`src/rtl/spi_flash_responder.sv`:
```
// SPI/QSPI flash responder (mode 0) running on the system clock.
// Oversamples SCLK/CS_N/IO, decodes READ/FAST_READ/QUAD_OUT_READ/PAGE_PROGRAM/
// READ_STATUS/WREN/WRDI and forwards byte traffic to a memory-side interface.
// Ports:
//   clk, rst                  system clock, async active-high reset
//   in_sclk, in_cs_n, in_io   SPI pins from the controller (asynchronous)
//   out_io, io_ena            SPI pad outputs and per-pin output enables
//   out_rd_req/out_rd_addr    read byte request; in_rd_data/in_rd_valid reply
//   out_wr_valid/addr/data    programmed byte strobe
//   in_mem_busy               reported as status bit 0
//   out_active, out_underrun  transaction activity / read data late pulse
module spi_flash_responder #(
  parameter int unsigned SYNC_STAGES = 2,
  parameter int unsigned DUMMY_CLKS  = 8
) (
  input  logic        clk,
  input  logic        rst,
  input  logic        in_sclk,
  input  logic        in_cs_n,
  input  logic [3:0]  in_io,
  output logic [3:0]  out_io,
  output logic [3:0]  io_ena,
  output logic        out_rd_req,
  output logic [23:0] out_rd_addr,
  input  logic [7:0]  in_rd_data,
  input  logic        in_rd_valid,
  output logic        out_wr_valid,
  output logic [23:0] out_wr_addr,
  output logic [7:0]  out_wr_data,
  input  logic        in_mem_busy,
  output logic        out_active,
  output logic        out_underrun
);
  localparam int unsigned CNT_W = $clog2(DUMMY_CLKS + 32);

  localparam logic [2:0] S_IDLE    = 3'd0;
  localparam logic [2:0] S_CMD     = 3'd1;
  localparam logic [2:0] S_ADDR    = 3'd2;
  localparam logic [2:0] S_DUMMY   = 3'd3;
  localparam logic [2:0] S_RD_DATA = 3'd4;
  localparam logic [2:0] S_WR_DATA = 3'd5;
  localparam logic [2:0] S_STATUS  = 3'd6;
  localparam logic [2:0] S_IGNORE  = 3'd7;

  localparam logic [7:0] OP_READ = 8'h03;
  localparam logic [7:0] OP_FAST = 8'h0B;
  localparam logic [7:0] OP_QUAD = 8'h6B;
  localparam logic [7:0] OP_PP   = 8'h02;
  localparam logic [7:0] OP_RDSR = 8'h05;
  localparam logic [7:0] OP_WREN = 8'h06;
  localparam logic [7:0] OP_WRDI = 8'h04;

  // Pin synchronizers plus one delay stage for edge detection
  logic [SYNC_STAGES-1:0]      sclk_sync, cs_sync;
  logic [SYNC_STAGES-1:0][3:0] io_sync;
  logic                        sclk_d, cs_d;
  logic                        sclk_s, cs_s;
  logic [3:0]                  io_s;
  logic                        sclk_rise, sclk_fall, cs_rise, cs_fall;
  logic                        unused_io_c;

  always_ff @(posedge clk or posedge rst) begin
    if (rst) begin
      sclk_sync <= '0;
      cs_sync   <= '1;
      io_sync   <= '0;
      sclk_d    <= 1'b0;
      cs_d      <= 1'b1;
    end else begin
      sclk_sync[0] <= in_sclk;
      cs_sync[0]   <= in_cs_n;
      io_sync[0]   <= in_io;
      for (int i = 1; i < SYNC_STAGES; i++) begin
        sclk_sync[i] <= sclk_sync[i-1];
        cs_sync[i]   <= cs_sync[i-1];
        io_sync[i]   <= io_sync[i-1];
      end
      sclk_d <= sclk_s;
      cs_d   <= cs_s;
    end
  end

  assign sclk_s      = sclk_sync[SYNC_STAGES-1];
  assign cs_s        = cs_sync[SYNC_STAGES-1];
  assign io_s        = io_sync[SYNC_STAGES-1];
  assign sclk_rise   = sclk_s & ~sclk_d;
  assign sclk_fall   = ~sclk_s & sclk_d;
  assign cs_rise     = cs_s & ~cs_d;
  assign cs_fall     = ~cs_s & cs_d;
  // Only io[0] carries input data in the supported command set
  assign unused_io_c = ^io_s[3:1];

  logic [2:0]       state, state_nxt;
  logic [CNT_W-1:0] cnt, cnt_nxt;
  logic [7:0]       opcode, opcode_nxt, sh_in, sh_in_nxt, tx_sr, tx_sr_nxt;
  logic [23:0]      addr, addr_nxt;
  logic [2:0]       tx_cnt, tx_cnt_nxt;
  logic [7:0]       rd_buf, rd_buf_nxt;
  logic             wel, wel_nxt, wren_pend, wren_pend_nxt, wrdi_pend, wrdi_pend_nxt;
  logic             wrote, wrote_nxt;
  logic             rd_buf_vld, rd_buf_vld_nxt, rd_pend, rd_pend_nxt, rd_drop, rd_drop_nxt;
  logic [3:0]       io_nxt, io_ena_nxt;
  logic             rd_req_nxt, wr_valid_nxt, underrun_nxt, active_nxt;
  logic [23:0]      rd_addr_nxt, wr_addr_nxt;
  logic [7:0]       wr_data_nxt;
  logic [7:0]       byte_c, data_c;
  logic [23:0]      addr_c;
  logic             quad_c;

  // State and datapath register
  always_ff @(posedge clk or posedge rst) begin
    if (rst) begin
      state <= S_IDLE;      cnt <= '0;            opcode <= '0;
      sh_in <= '0;          tx_sr <= '0;          addr <= '0;
      tx_cnt <= '0;         rd_buf <= '0;         wel <= 1'b0;
      wren_pend <= 1'b0;    wrdi_pend <= 1'b0;    wrote <= 1'b0;
      rd_buf_vld <= 1'b0;   rd_pend <= 1'b0;      rd_drop <= 1'b0;
      out_io <= '0;         io_ena <= '0;         out_rd_req <= 1'b0;
      out_rd_addr <= '0;    out_wr_valid <= 1'b0; out_wr_addr <= '0;
      out_wr_data <= '0;    out_active <= 1'b0;   out_underrun <= 1'b0;
    end else begin
      state <= state_nxt;         cnt <= cnt_nxt;             opcode <= opcode_nxt;
      sh_in <= sh_in_nxt;         tx_sr <= tx_sr_nxt;         addr <= addr_nxt;
      tx_cnt <= tx_cnt_nxt;       rd_buf <= rd_buf_nxt;       wel <= wel_nxt;
      wren_pend <= wren_pend_nxt; wrdi_pend <= wrdi_pend_nxt; wrote <= wrote_nxt;
      rd_buf_vld <= rd_buf_vld_nxt; rd_pend <= rd_pend_nxt;   rd_drop <= rd_drop_nxt;
      out_io <= io_nxt;           io_ena <= io_ena_nxt;       out_rd_req <= rd_req_nxt;
      out_rd_addr <= rd_addr_nxt; out_wr_valid <= wr_valid_nxt; out_wr_addr <= wr_addr_nxt;
      out_wr_data <= wr_data_nxt; out_active <= active_nxt;   out_underrun <= underrun_nxt;
    end
  end

  // Next-state and output decode
  always_comb begin
    state_nxt = state;          cnt_nxt = cnt;              opcode_nxt = opcode;
    sh_in_nxt = sh_in;          tx_sr_nxt = tx_sr;          addr_nxt = addr;
    tx_cnt_nxt = tx_cnt;        rd_buf_nxt = rd_buf;        wel_nxt = wel;
    wren_pend_nxt = wren_pend;  wrdi_pend_nxt = wrdi_pend;  wrote_nxt = wrote;
    rd_buf_vld_nxt = rd_buf_vld; rd_pend_nxt = rd_pend;     rd_drop_nxt = rd_drop;
    io_nxt = out_io;            rd_req_nxt = 1'b0;          rd_addr_nxt = out_rd_addr;
    wr_valid_nxt = 1'b0;        wr_addr_nxt = out_wr_addr;  wr_data_nxt = out_wr_data;
    underrun_nxt = 1'b0;
    byte_c = {sh_in[6:0], io_s[0]};
    addr_c = {addr[22:0], io_s[0]};
    quad_c = (opcode == OP_QUAD);
    data_c = quad_c ? {tx_sr[3:0], 4'h0} : {tx_sr[6:0], 1'b0};

    // Memory reply: discard a reply owed to a byte that already underran
    if (in_rd_valid) begin
      if (rd_drop) begin
        rd_drop_nxt = 1'b0;
      end else if (rd_pend) begin
        rd_buf_nxt     = in_rd_data;
        rd_buf_vld_nxt = 1'b1;
        rd_pend_nxt    = 1'b0;
      end
    end

    // CS rise wins over any SCLK edge detected in the same cycle
    if (cs_rise) begin
      state_nxt = S_IDLE;
      if (wren_pend) wel_nxt = 1'b1;
      if (wrdi_pend || wrote) wel_nxt = 1'b0;
      wren_pend_nxt = 1'b0; wrdi_pend_nxt = 1'b0; wrote_nxt = 1'b0;
      rd_pend_nxt = 1'b0;   rd_drop_nxt = 1'b0;   rd_buf_vld_nxt = 1'b0;
    end else if (cs_fall) begin
      state_nxt = S_CMD; cnt_nxt = '0; sh_in_nxt = '0; tx_cnt_nxt = '0;
    end else begin
      case (state)
        S_CMD: if (sclk_rise) begin
          sh_in_nxt = byte_c;
          cnt_nxt   = cnt + CNT_W'(1);
          if (cnt == CNT_W'(7)) begin
            cnt_nxt = '0; opcode_nxt = byte_c; tx_cnt_nxt = '0;
            case (byte_c)
              OP_READ, OP_FAST, OP_QUAD: state_nxt = S_ADDR;
              OP_PP:   state_nxt = wel ? S_ADDR : S_IGNORE;
              OP_RDSR: state_nxt = S_STATUS;
              OP_WREN: begin wren_pend_nxt = 1'b1; wrdi_pend_nxt = 1'b0; state_nxt = S_IGNORE; end
              OP_WRDI: begin wrdi_pend_nxt = 1'b1; wren_pend_nxt = 1'b0; state_nxt = S_IGNORE; end
              default: state_nxt = S_IGNORE;
            endcase
          end
        end
        S_ADDR: if (sclk_rise) begin
          addr_nxt = addr_c;
          cnt_nxt  = cnt + CNT_W'(1);
          if (cnt == CNT_W'(23)) begin
            cnt_nxt = '0;
            if (opcode == OP_PP) begin
              state_nxt = S_WR_DATA;
            end else begin
              state_nxt      = (opcode == OP_READ) ? S_RD_DATA : S_DUMMY;
              rd_req_nxt     = 1'b1;
              rd_addr_nxt    = addr_c;
              rd_pend_nxt    = 1'b1;
              rd_buf_vld_nxt = 1'b0;
            end
          end
        end
        S_DUMMY: if (sclk_rise) begin
          cnt_nxt = cnt + CNT_W'(1);
          if (cnt == CNT_W'(DUMMY_CLKS - 1)) begin
            cnt_nxt   = '0;
            state_nxt = S_RD_DATA;
          end
        end
        S_RD_DATA, S_STATUS: if (sclk_fall) begin
          // Byte boundary: load a fresh byte, otherwise keep shifting
          if (tx_cnt == 3'd0) begin
            if (state == S_STATUS) begin
              data_c = {6'b0, wel, in_mem_busy};
            end else begin
              if (rd_buf_vld_nxt) begin
                data_c = rd_buf_nxt;
              end else begin
                data_c       = 8'hFF;
                underrun_nxt = 1'b1;
                rd_drop_nxt  = rd_drop_nxt | rd_pend_nxt;
              end
              addr_nxt       = addr + 24'd1;
              rd_req_nxt     = 1'b1;
              rd_addr_nxt    = addr + 24'd1;
              rd_pend_nxt    = 1'b1;
              rd_buf_vld_nxt = 1'b0;
            end
          end
          tx_sr_nxt  = data_c;
          io_nxt     = quad_c ? data_c[7:4] : {2'b00, data_c[7], 1'b0};
          tx_cnt_nxt = (tx_cnt == (quad_c ? 3'd1 : 3'd7)) ? 3'd0 : tx_cnt + 3'd1;
        end
        S_WR_DATA: if (sclk_rise) begin
          sh_in_nxt = byte_c;
          cnt_nxt   = cnt + CNT_W'(1);
          if (cnt == CNT_W'(7)) begin
            cnt_nxt      = '0;
            wr_valid_nxt = 1'b1;
            wr_addr_nxt  = addr;
            wr_data_nxt  = byte_c;
            addr_nxt     = {addr[23:8], addr[7:0] + 8'd1};
            wrote_nxt    = 1'b1;
          end
        end
        S_IDLE, S_IGNORE: ;
        default: state_nxt = S_IDLE;
      endcase
    end

    io_ena_nxt = 4'h0;
    if (state_nxt == S_RD_DATA) io_ena_nxt = (opcode_nxt == OP_QUAD) ? 4'hF : 4'h2;
    else if (state_nxt == S_STATUS) io_ena_nxt = 4'h2;
    if (io_ena_nxt == 4'h0) io_nxt = 4'h0;
    active_nxt = (state_nxt != S_IDLE);
  end

endmodule

```
`config.mk`:
```
export PLATFORM = sky130hd
export DESIGN_NAME = spi_flash_responder
export DESIGN_NICKNAME = d
export VERILOG_FILES = /design/src/rtl/spi_flash_responder.sv
export SDC_FILE = /design/constraint.sdc
export NUM_CORES = 1
export LEC_CHECK = 0
export CAP_MARGIN = 20
export CORE_MARGIN = 5
export CORE_UTILIZATION = 55
export DETAILED_ROUTE_END_ITERATION = 6
export PLACE_DENSITY = 0.75
export SYNTH_ARGS = -nofsm -noshare
export SYNTH_HDL_FRONTEND = slang
export SYNTH_SLANG_ARGS = --single-unit
```
`constraint.sdc`:
```
create_clock -name clk -period 6.03 [get_ports clk]
set_clock_uncertainty 0.15 [all_clocks]
set_input_delay 1.206 -clock clk [delete_from_list [all_inputs] [get_ports clk]]
set_output_delay 1.206 -clock clk [all_outputs]
set_load 0.02 [all_outputs]
```
==> out/metrics.yaml, run 1 <==
outcome:
  status: "finished, final reports clean"
timing:
  min_period_over_period_pct: 56.0
  grt_setup_unrepaired: "false"
  hold_ws_ps: 198
  worst_tran_pin_value_ps: 1010
  setup_total_negative_slack_ps: 0
  final-max-slew-violation-count: 0
  final_hold_viol_count: 0
  layout_min_cycle_time_ps: 3380
  max_freq_mhz: 296
  final_setup_violation_count: 0
  max-slew-margin-rel_pct: 32.4
yosys:
  synth_fa_ha_area_share_pct: 0.809
  synth_fp_nets: 832
  synth_simple_gate_area_share_pct: 21.2
  synth_compound_area_share_pct: 16.9
  ys_ff_latch: 147
  yosysWarningCount: 0
  xor_xnor_share_of_the_synthesized_area_pct: 1.42
  post_synth_instance_area_um2: 7420
  synth-seq-area-share_pct: 49.6
  synthDistinctLibCells: 71
  number_of_instances_in_the_synthesized_netlist: 810
  syn_avg_cell_area_um2: 9.16
  synth_ff_type: "dfrtp_1"
  synth_async_sr_flop_share_pct: 100
  synth.mux.area_fraction_pct: 5.56
  synth-edff-count: 0
  synth_top_family_by_area: "simple AND/OR/NAND/NOR gates"
setup_path:
  worstPathArrival_ps: 3530
  r2r.worst_path.cells: 7
  critPathCaptureType: "flip-flop"
  timing.critical_path.to: "out_wr_addr[16]"
  worst-path-stages: 7
  critical_path.reg2reg.startpoint: "cnt[0]"
  reg2reg_slack_ps: 2650
  timing.critical_path.slowest_stage_cell: "clkinv_1"
  worst-path-max-fanout: 39
  worst_setup_sp_type: "flip-flop"
  crit_path_cell_trace: "ha_1, and4bb_2, nand4_1, or2_2, clkinv_1, nand2_1, nand2_1"
  required_time_at_the_worst_slack_endpoint_ps: 6180
  cpLargestDelayFamily: "simple AND/OR/NAND/NOR gates"
  critical_path.startpoint: "cnt[0]"
  max_stage_delay_ps: 890
  path_class: "reg2reg"
  rr_endpoint: "out_wr_addr[16]"
  timing.critical_path.buf_inv: 1
  critPathMostFrequentCell: "nand2_1"
detailed_routing:
  wirelength_mm: 18.6
  detail_route.wl_per_cell_um: 17.7
  detail_route.vias_per_cell: 5.98
  drtIter0Drc: 546
  drt_drc_violations_left: 0
  drt_first_pass_iters: 6
  route.vias.total: 6268
  ant_nets: 0
global_route:
  grt.overflow.total: 0
  pin_count_of_the_biggest_net_entering_global_routing: 117
  grt_pass1_wl_mm: 30.9
  groute.usage.overall_pct: 24.0
  antenna_found_initial: 0
  via_count_of_the_first_global_routing_pass: 6114
pwr:
  static-leakage-power_nw: 4.00
  power.density_nw_per_um2: 325
  power_report.internal_total_mw: 2.10
  p_comb_share_pct: 16.2
  switching_part_of_the_total_power_pct: 27.6
  p_sw_mw: 0.801
  worst_ir_drop_vdd_v: 0.000244
  power.clock.fraction_pct: 41.3
  share_seq_of_total_power_pct: 42.5
floorplanning:
  floorplan.io_pins: 86
  core-area_um2: 13200
  rows: 42
  floorplan.die_area_um2: 15900
  die_boundary_height_um: 126
  die_width_um: 126
  floorplan.initialDensity_pct: 56.0
placed_design:
  place.gp.congestion: 0.884
  number_of_input_and_output_port_buffers_inserted: 82
  place_hpwl_mm: 12.4
clocking:
  hold_buffers: 0
  tritoncts_clock_tree: "yes"
  clock_latency_ps: 420
  numCtsBuffers: 17
  post_cts_resized: 0
  clk_root_buffer_cell: "clkbuf_16"
  clk_pin_slew_ps: 60
  cts.sinks: 147
  max-clock-path-buffers: 2
  h_tree_lvl_count: 4
  post-cts-setup-buffer-count: 0
flow_run:
  maximum_capacitance_violations: 0
layout:
  n_antenna_cell: 0
  final_common_cell: "nand2_1"
  drive_above_1_share_pct: 8.03
  area_growth_syn_to_layout_pct: 20.5
  layout.cells.most_common_list: "nand2_1 (158), dfrtp_1 (144), clkdlybuf4s50_1 (82)"
  final_nets: 881
worst_hold_path:
  hold_path.class: "reg2reg"
worst register-to-register path: cells and delay by family, from the launching register on:
family | cells | cell delay, ps
DFF | 1 | 410
buffers and inverters | 1 | 900
and+or+nand+nor | 5 | 1550
adders and majority gates | 1 | 250
sequential cells by signal, indices dropped and copies added (netlist names), 2 cells and up:
name and count:
out_wr_data 8, out_rd_addr 24, addr 24, out_wr_addr 24, out_io 4, cnt 6, state 3, sclk_sync 2
rd_buf 8, sh_in 7, io_ena 2, cs_sync 2, tx_cnt 3, opcode 8, tx_sr 7
metrics by stage:
| step | instances | instance area [um^2] | setup WS [ps] | power (mW) | util [%] |
|---|---|---|---|---|---|
| after detailed placement | 1014 | 8240 | 2450 | 1.71 | 62.2 |
| after floorplan | 810 | 7420 | 728 | 1.54 | - |
| after CTS | 1046 | 8910 | 2520 | 2.91 | 67.3 |
| after global routing | 1048 | 8940 | 2330 | 3.03 | 67.5 |
| after global placement | 1014 | 8240 | 2480 | 1.68 | 62.2 |
| final | 1048 | 8940 | 2650 | 2.91 | 67.5 |
power groups by stage:
stage / clock network (mW) / registers, mW / logic, mW
2_1_floorplan: 0 / 1.22 / 0.317
3_3_place_gp: 0 / 1.24 / 0.443
3_5_place_dp: 0 / 1.25 / 0.463
4_1_cts: 1.21 / 1.23 / 0.469
5_1_grt: 1.26 / 1.25 / 0.517
6_report: 1.20 / 1.23 / 0.471
how the worst min path moves through the flow:
stage | startpoint | endpoint | slack (ps) | depth (start not counted)
final | io_sync[0] | io_s[0] | 200 | 0
after global routing | io_sync[0] | io_s[0] | 200 | 0
after floorplan | io_sync[0] | io_s[0] | 180 | 0
after detailed placement | io_sync[0] | io_s[0] | 190 | 0
after CTS | io_sync[0] | io_s[0] | 200 | 0
after global placement | sclk_sync[0] | sclk_sync[1] | 180 | 0
layout make-up:
class | count | area (um^2)
Sequential cell | 147 | 3680
Inverter | 21 | 83.8
Clock inverter | 8 | 198
Multi-Input combinational cell | 584 | 3400
Tap cell | 176 | 220
Timing Repair Buffer | 88 | 883
Fill cell | 1063 | 4300
Clock buffer | 24 | 472
cells by family after synthesis:
group | count (synthesis)
xor gates and xnor gates | 12
AOI/OAI and AO/OA | 198
muxes | 39
buffers and inverters | 79
DFF | 147
adders and majority gates | 5
and+or+nand+nor | 330
metal layers:
layer  GRT usage (%)  wire (um)
met2            36.1       8500
met4            9.46        380
met5               0          0
met3            5.25       1120
met1            34.1       8580
cells in the mapped netlist (all sizes together) (6+ instances only):
master / number / area, um^2
o22a: 6 / 52.6
o21ai: 66 / 330
a21oi: 48 / 244
inv: 20 / 75.1
a22oi: 6 / 45.0
clkbuf: 43 / 161
buf: 15 / 97.6
nor3: 12 / 65.1
nor2: 59 / 229
xnor2: 7 / 61.3
nand2b: 9 / 56.3
and3: 6 / 37.5
mux2i: 21 / 210
o31ai: 13 / 97.6
nand2: 158 / 593
mux2: 18 / 203
or4: 6 / 45.0
nand3: 23 / 115
nor2b: 8 / 50.1
nand4: 12 / 75.1
a21o: 8 / 60.1
dfrtp: 144 / 3600
a211oi: 8 / 60.1
a22o: 7 / 61.3
Power figures use the tool's default switching activity.
==> run 2: changes to the inputs <==
--- a/config.mk
+++ b/config.mk
@@ -7,9 +7,9 @@
 export LEC_CHECK = 0
 export CAP_MARGIN = 20
 export CORE_MARGIN = 5
-export CORE_UTILIZATION = 55
+export CORE_UTILIZATION = 51
 export DETAILED_ROUTE_END_ITERATION = 6
-export PLACE_DENSITY = 0.75
+export PLACE_DENSITY = 0.73
 export SYNTH_ARGS = -nofsm -noshare
 export SYNTH_HDL_FRONTEND = slang
 export SYNTH_SLANG_ARGS = --single-unit
==> constraint.sdc (replaced) <==
create_clock -name clk -period 2.9 [get_ports clk]
set_clock_uncertainty 0.15 [all_clocks]
set_input_delay 0.58 -clock clk [delete_from_list [all_inputs] [get_ports clk]]
set_output_delay 0.58 -clock clk [all_outputs]
set_load 0.02 [all_outputs]
==> run 2 against run 1 <==
Net effect: wire length down 2.0%; fmax up 26%; non-clock buffer count up 23; critical path type unchanged; critical endpoint is now addr[8]; largest cell class unchanged.
==> out/metrics.yaml, run 2 (same netlist as run 1, synthesis figures left out) <==
clocking:
  clk_root_buffer_cell: "clkbuf_16"
  numCtsBuffers: 17  # unchanged
  h_tree_lvl_count: 4  # unchanged
  clk_pin_slew_ps: 60  # about the same
  cts.sinks: 147  # unchanged
  max-clock-path-buffers: 2  # unchanged
  clock_latency_ps: 410  # about the same
  tritoncts_clock_tree: "yes"
pwr:
  switching_part_of_the_total_power_pct: 27.6  # +0.064 points
  power.clock.fraction_pct: 40.6  # -0.7 points
  p_sw_mw: 1.66  # +110%
  power.density_nw_per_um2: 658  # +100%
  share_seq_of_total_power_pct: 42.2  # -0.3 points
  p_total_mw: 6.01  # +110%
  p_comb_share_pct: 17.3  # +1.1 points
  power_report.internal_total_mw: 4.35  # +110%
  worst_ir_drop_vdd_v: 0.000452  # +85%
  static-leakage-power_nw: 4.11  # +2.6%
layout:
  drive_above_1_share_pct: 10.8  # +2.7 points
  n_antenna_cell: 0  # unchanged
  layout.cells.most_common_list: "nand2_1 (158), dfrtp_1 (144), clkdlybuf4s50_1 (82)"
  area_growth_syn_to_layout_pct: 23.0
  final_nets: 904  # +2.6%
  final_common_cell: "nand2_1"
  biggestRegsByFlops: "addr x24, out_rd_addr x24, out_wr_addr x24"
timing:
  final-max-slew-violation-count: 0  # unchanged
  layout_min_cycle_time_ps: 2670  # -707 ps
  hold_ws_ps: 198  # +0.130 ps
  final_setup_violation_count: 0  # unchanged
  final_hold_viol_count: 0  # unchanged
  setup_total_negative_slack_ps: 0  # unchanged
  worst_tran_pin_value_ps: 798  # -214 ps
  final_critical_path_setup_slack_ps: 229  # -2420 ps
  max-slew-margin-rel_pct: 46.7  # +14 points
  max_freq_mhz: 374  # +26%
  min_period_over_period_pct: 92.1  # +36 points
  grt_setup_unrepaired: "false"
floorplanning:
  rows: 44  # +4.8%
  core-area_um2: 14400  # +8.9%
  floorplan.io_pins: 86  # unchanged
  floorplan.initialDensity_pct: 51.5  # -4.6 points
  die_width_um: 131  # +3.5%
  die_boundary_height_um: 131  # +3.5%
  floorplan.die_area_um2: 17100  # +7.2%
global_route:
  grt.overflow.total: 0  # unchanged
  pin_count_of_the_biggest_net_entering_global_routing: 82  # -30%
  grt_pass1_wl_mm: 30.4  # -1.7%
  via_count_of_the_first_global_routing_pass: 6024  # -1.5%
  groute.usage.overall_pct: 22.3  # -1.7 points
  antenna_found_initial: 0  # unchanged
placed_design:
  place_ws_ps: 215  # -2240 ps
  place.gp.congestion: 0.911  # +3.1%
  number_of_input_and_output_port_buffers_inserted: 82  # unchanged
  place_hpwl_mm: 12.4  # -0.41%
setup_path:
  required_time_at_the_worst_slack_endpoint_ps: 3010  # -3170 ps
  path_class: "reg2reg"
  max_stage_delay_ps: 810  # -80 ps
  critPathMostFrequentCell: "o21ai_0"
  cpLargestDelayFamily: "simple AND/OR/NAND/NOR gates"
  worst-path-max-fanout: 17  # -56%
  worst_setup_sp_type: "flip-flop"
  critPathCaptureType: "flip-flop"
  crit_path_cell_trace: "inv_1, ha_1, nor3b_1, a21boi_1, or4_1, o21ai_0, o21ai_0"
  timing.critical_path.slowest_stage_cell: "or4_1"
  timing.critical_path.buf_inv: 1  # unchanged
  worstPathArrival_ps: 2780  # -750 ps
detailed_routing:
  wirelength_mm: 18.2  # -2.0%
  detail_route.wl_per_cell_um: 16.9  # -4.7%
  ant_nets: 0  # unchanged
  drt_drc_violations_left: 0  # unchanged
  drtIter0Drc: 530  # -2.9%
  route.vias.total: 6271  # +0.048%
  detail_route.vias_per_cell: 5.82  # -2.6%
  drt_first_pass_iters: 5  # -1
flow_run:
  maximum_capacitance_violations: 0  # unchanged
worst_hold_path:
  hold_path.class: "reg2reg"
outcome:
  status: "finished, final reports clean"
-- run 2: what timing repair did --
action / CTS / global route
resized for setup: 0 / 1
endpoints found under the setup margin: 0 / 1
hold buffers: 0 / 0
buffers inserted: 0 / 0
hold endpoints to repair: 0 / 0
-- run 2: cell type report --
| type | count | area [um^2] |
|---|---|---|
| multi-input combinational | 584 | 3410 |
| timing repair buffer | 111 | 1060 |
| inverter | 21 | 82.6 |
| clock inverter | 9 | 176 |
| clock buffer | 21 | 480 |
| tap | 184 | 230 |
| sequential | 147 | 3680 |
| fill | 1225 | 5300 |
-- run 2: final timing paths --
kind | start | end | slack (ps) | cells after the start
max in group asynchronous | rst | addr[17] | 1710 | 3
min in group asynchronous | rst | out_wr_valid | 500 | 3
min reg2reg | io_sync[0] | io_s[0] | 200 | 0
max | tx_cnt[0] | addr[8] | 230 | 7
min | io_sync[0] | io_s[0] | 200 | 0
max reg2reg | tx_cnt[0] | addr[8] | 230 | 7
-- run 2: routing by layer --
| metal | global-route usage (%) | routed length, um | vias up |
|---|---|---|---|
| met5 | 0 | 0 | - |
| met4 | 6.05 | 236 | 0 |
| li1 | - | - | 2988 |
| met2 | 33.0 | 8190 | 226 |
| met1 | 33.2 | 8690 | 3033 |
| met3 | 4.88 | 1090 | 24 |
-- run 2: worst register-to-register path, cell delays in order, from the launching register on --
cell and delay [ps]:
dfrtp_1 430, inv_1 100, ha_1 190, nor3b_1 280
a21boi_1 180, or4_1 810, o21ai_0 270, o21ai_0 110
-- run 2: power groups by stage --
stage / clock, mW / combinational [mW] / sequential [mW]
3_5_place_dp: 0 / 1.03 / 2.56
4_1_cts: 2.47 / 1.04 / 2.53
5_1_grt: 2.57 / 1.15 / 2.56
2_1_floorplan: 0 / 0.660 / 2.54
3_3_place_gp: 0 / 1.00 / 2.54
6_report: 2.44 / 1.04 / 2.53
-- run 2: per-stage QoR --
| step | util (%) | instance area (um^2) | instances |
|---|---|---|---|
| final | 63.3 | 9130 | 1077 |
| after CTS | 63.2 | 9120 | 1077 |
| after global placement | 58.7 | 8460 | 1047 |
| after floorplan | - | 7430 | 810 |
| after global routing | 63.3 | 9130 | 1077 |
| after detailed placement | 58.7 | 8460 | 1047 |
